**config.mk**
```make
export PLATFORM = sky130hd
export DESIGN_NAME = fifo_syn
export DESIGN_NICKNAME = d
export VERILOG_FILES = /design/src/rtl/fifo_syn.sv
export SDC_FILE = /design/constraint.sdc
export NUM_CORES = 1
export LEC_CHECK = 0
export CORE_MARGIN = 2
export CORE_UTILIZATION = 40
export CTS_CLUSTER_DIAMETER = 100
export DETAILED_ROUTE_END_ITERATION = 16
export PLACE_DENSITY = 0.62
export SYNTH_ARGS = -nofsm -noshare
export SYNTH_HDL_FRONTEND = slang
export SYNTH_SLANG_ARGS = --single-unit
```
**constraint.sdc**
```tcl
create_clock -name clk -period 3.8 [get_ports clk]
set_clock_uncertainty 0.05 [all_clocks]
set_input_delay 1.14 -clock clk [delete_from_list [all_inputs] [get_ports clk]]
set_output_delay 1.14 -clock clk [all_outputs]
set_load 0.02 [all_outputs]
```
**src/rtl/fifo_syn.sv**
```systemverilog
// fifo_syn: single-clock FIFO, DEPTH x WIDTH, registered read port.
// Ports: clk, rst_n (sync, active-high), wr, rd, data in; q, full, empty out.
module fifo_syn #(
  parameter int WIDTH = 8,
  parameter int DEPTH = 8
) (
  input  logic             clk,
  input  logic             rst_n,
  input  logic             wr,
  input  logic             rd,
  input  logic [WIDTH-1:0] data,
  output logic [WIDTH-1:0] q,
  output logic             full,
  output logic             empty
);

  localparam int ADDR = $clog2(DEPTH);

  logic [WIDTH-1:0] mem [DEPTH];
  logic [ADDR:0]    wptr;
  logic [ADDR:0]    rptr;
  logic             do_wr;
  logic             do_rd;

  // Extra MSB on each pointer tells full apart from empty.
  assign empty = (wptr == rptr);
  assign full  = (wptr[ADDR-1:0] == rptr[ADDR-1:0]) &&
                 (wptr[ADDR] != rptr[ADDR]);

  // A read frees a slot on the same edge, so a write
  // into a full FIFO is taken when paired with a read.
  assign do_rd = rd && !empty;
  assign do_wr = wr && (!full || do_rd);

  always_ff @(posedge clk) begin
    if (rst_n) begin
      wptr <= '0;
      rptr <= '0;
      q    <= '0;
    end else begin
      if (do_wr) begin
        wptr <= wptr + 1'b1;
      end
      if (do_rd) begin
        q    <= mem[rptr[ADDR-1:0]];
        rptr <= rptr + 1'b1;
      end
    end
  end

  // Storage has no reset; only the write is blocked while reset is asserted.
  always_ff @(posedge clk) begin
    if (!rst_n && do_wr) begin
      mem[wptr[ADDR-1:0]] <= data;
    end
  end

endmodule

```
Word level (Yosys, flattened, before mapping)
Memory sizes are Yosys's and may differ from the RTL's. A register that Yosys moved wholly into a read port is not among the register bits.
Cells that the tools add are included.

operators by class
  muxes and demuxes = 2
  add/subtract/negate cells = 2
  equal/unequal tests = 3
  reduce and logical (&&, ||, !) cells = 8

operators with widths
  cell                   number
  $add A4 B1 Y4 const B  2
  $eq A4 B4 Y1           1
  $logic_and A1 B1 Y1    4
  $eq A3 B3 Y1           1
  $logic_not A1 Y1       3
  $mux W1                2
  $logic_or A1 B1 Y1     1
  $ne A1 B1 Y1           1

storage, ports and cells
  RAM bits = 64
  memories = 1
  word-level logic and storage cells = 18
  flip-flop bits (word level) = 8

memories
  name  words  width  read ports  clocked after memory_dff  write ports  RTL line  RTL
  mem   8      8      1           1                         1            19        logic [WIDTH-1:0] mem [DEPTH];

Depth between registers and ports, before layout
  depth after elaboration = 8
  depth in mapped cells = 6

Worst setup path after synthesis
No wires, ideal clock.

  path kind = input port to flip-flop
  start point = input wr
  end point = memory mem[0][0], enable pin
  data required time = 3367 ps
  stages = 4
  arrival = 2491 ps
  slack = 876 ps
  setup time = 383 ps
  path through = buf_1 -> nor2b_1 -> o211ai_1 -> nor3_1

on the way
  longest elaborated chain between the ends = 4

ends and longest elaborated chain
  what                           RTL line  RTL
  start: declaration             9         input logic wr,
  $logic_and A1 B1 Y1            33        assign do_wr = wr && (!full || do_rd);
  $logic_and A1 B1 Y1            53        if (!rst_n && do_wr) begin
  $mux W1                        53
  $mux W1 (implied by the code)  54        mem[wptr[ADDR-1:0]] <= data;
  end: declaration               19

Every way passes these cells.

Worst setup path in the final report
  start point = register wptr[1]
  end point = output full

on the way
  longest elaborated chain between the ends = 2

ends and longest elaborated chain
  what                      RTL line  RTL
  start: declaration        20        logic [ADDR:0] wptr;
  start signal: assignment  42        wptr <= wptr + 1'b1;
  $eq A3 B3 Y1              27        assign full = (wptr[ADDR-1:0] == rptr[ADDR-1:0]) &&
  $logic_and A1 B1 Y1       27
  end: declaration          13        output logic full,

Every way passes these cells.

==> flow_metrics.py <==
metrics = {
    "layout": {
        "finalNonFillerCells": 335,
        "seqCellArea_um2": 2240,
        "final_net_count": 242,
        "nFillCells": 681,
        "synthToLayoutAreaGrowth_pct": 18.7,
        "drive_gt1_frac": 0.215,
        "mostFrequentLayoutCell": "edfxtp_1",
        "antenna_cells": 0,
        "multi_input_area_um2": 946,
        "final_cell_mix": "edfxtp_1 (64), clkdlybuf4s50_1 (21), mux4_2 (16), buf_4 (16), dfxtp_1 (16)",
        "final_area_um2": 3890,
    },
    "clock_network": {
        "cts_buffers": 9,
        "clk_pin_slew_ns": 0.08,
        "post-cts-setup-buffer-count": 0,
        "htree_levels": 3,
        "clk-insertion-delay-late_ns": 0.35,
        "clock-sinks": 80,
        "cts_buffer_depth": 2,
        "clockRootBuffer": "clkbuf_8",
        "cts_resized": 0,
        "cts_hold_buf": 0,
        "cts_tree": "built",
    },
    "place": {
        "gp_congestion": 0.764,
        "hpwl_um": 3880,
        "place_area_um2": 3660,
        "dp_cells": 319,
        "port_buffers": 21,
        "place_ws_ns": 0.590,
    },
    "detailed_routing": {
        "drtAntennaViolNets": 0,
        "drt_iter0_markers": 67,
        "drt-pass1-iter-count": 4,
        "num_vias": 1767,
        "drc": 0,
        "viasPerCell": 5.27,
        "postRouteWirelength_um": 6010,
        "wl_per_cell_um": 17.9,
    },
    "yosys": {
        "yosysUniqueCellTypes": 43,
        "async_flop_share": 0,
        "synth-edff-count": 64,
        "yosys_warnings": 0,
        "avgSynthCellArea_um2": 17.0,
        "synthFlopType": "edfxtp_1",
        "syn_nets": 207,
        "syn_inst": 193,
        "seq_area_frac_synth": 0.685,
        "ys_seq_elements": 80,
        "netlist_area_um2": 3270,
    },
    "worst_setup_path": {
        "critical_path_class": "register to primary output",
        "worstPathMaxFanout": 10,
        "worstSetupStartpointType": "register",
        "cp.arrival_ns": 2.35,
        "crit_required_ns": 2.61,
        "end_kind": "primary output",
    },
    "sta": {
        "max_freq_ghz": 0.282,
        "fin_tns_setup_ns": 0,
        "hold_viol": 0,
        "maxSlewViolCount": 0,
        "fin_ws_ns": 0.256,
        "worst_slew_pin_slew_ns": 0.715,
        "rsz0062_at_grt": "no",
        "setup_viol_count_final": 0,
        "finalCriticalPeriod_ns": 3.54,
        "hold_slack_ns": 0.416,
        "period_share": 0.933,
        "max-slew-margin-rel": 0.518,
    },
    "floorplanning": {
        "num_rows": 32,
        "initial_core_util": 0.417,
        "fp.dieH_um": 94.5,
        "core_area_um2": 7850,
        "die_area_um2": 8930,
        "io_pins": 22,
        "die_w_um": 94.5,
    },
    "grt": {
        "overflow": 0,
        "grt_use_total": 0.151,
        "grt_antenna_before_repair": 0,
        "first_global_vias": 1717,
        "grt_max_degree": 21,
        "grt_first_pass_wirelength_um": 9400,
    },
    "run_status": {
        "status": "finished clean",
    },
    "pwr": {
        "power_density_nw_per_um2": 547,
        "leakagePower_nw": 1.26,
        "peakVddDrop_v": 0.000280,
    },
    "run": {
        "cap_violations": 0,
    },
    "hold_path": {
        "hold_path_class": "register to register",
    },
}
==> power breakdown <==
part | switching (W) | internal [W] | leakage, nW
sequential | 0.0000293 | 0.000992 | 0.709
clock | 0.000298 | 0.000392 | 0.111
combinational | 0.000211 | 0.000202 | 0.441
==> sequential cells by signal (all words and copies together) (netlist names) <==
signal  count
mem        64
q           8
rptr        4
wptr        4
==> stage by stage <==
step / utilization / total power [W]
2_1_floorplan: - / 0.00132
3_3_place_gp: 0.467 / 0.00146
3_5_place_dp: 0.467 / 0.00146
4_1_cts: 0.495 / 0.00215
5_1_grt: 0.495 / 0.00222
6_report: 0.495 / 0.00212
==> synth_stat cells (all sizes together), types with 5 or more instances <==
library cell  count  area, um^2
dfxtp            16         320
nor2              8        30.0
xor2              5        51.3
clkbuf            7        27.5
o2bb2ai           8        70.1
mux4             16         360
edfxtp           64        1920
mux2i             8        80.1
buf               6        40.0
inv               5        18.8
nand2             5        18.8
==> critical path: stages (launching register included) <==
cell and delay [ns]:
dfxtp_1 0.54, xor2_2 0.14, or4_4 0.59, inv_1 0.12, clkdlybuf4s50_1 0.60
==> cell type report <==
cell class / count / area share
flip-flops and latches: 80 / 0.577
multi-input cells: 95 / 0.243
repair buffers: 37 / 0.0850
clock buffers: 12 / 0.0373
well taps: 102 / 0.0328
clock inverters: 4 / 0.0200
inverters: 5 / 0.00483
==> path summary, 6_finish.rpt <==
check | start | to | slack [ns] | cells after the start
min reg2reg | q[3] | q[3] | 0.42 | 1
min | q[3] | q[3] | 0.42 | 1
max | wptr[1] | full | 0.26 | 4
max reg2reg | wptr[1] | mem[2][0] | 1.56 | 5
==> cell families (layout without fill, tap and decap cells) <==
group,count (synthesis),in the layout,synth area share
and+or+nand+nor,39,39,0.0684
AOI/OAI and AO/OA,24,24,0.0600
buffers and inverters,18,58,0.0264
adders and majority gates,2,2,0.00764
xor gates and xnor gates,6,6,0.0183
muxes,24,24,0.135
DFF,80,80,0.685
==> routing by layer <==
| metal | global-route usage | up-vias | routed length [um] |
|---|---|---|---|
| met2 | 0.238 | 25 | 2980 |
| met4 | 0.0797 | 0 | 136 |
| met3 | 0.0359 | 9 | 191 |
| met1 | 0.196 | 890 | 2700 |
| met5 | 0 | - | 0 |
| li1 | - | 843 | - |
(Power assumes the default switching activity.)
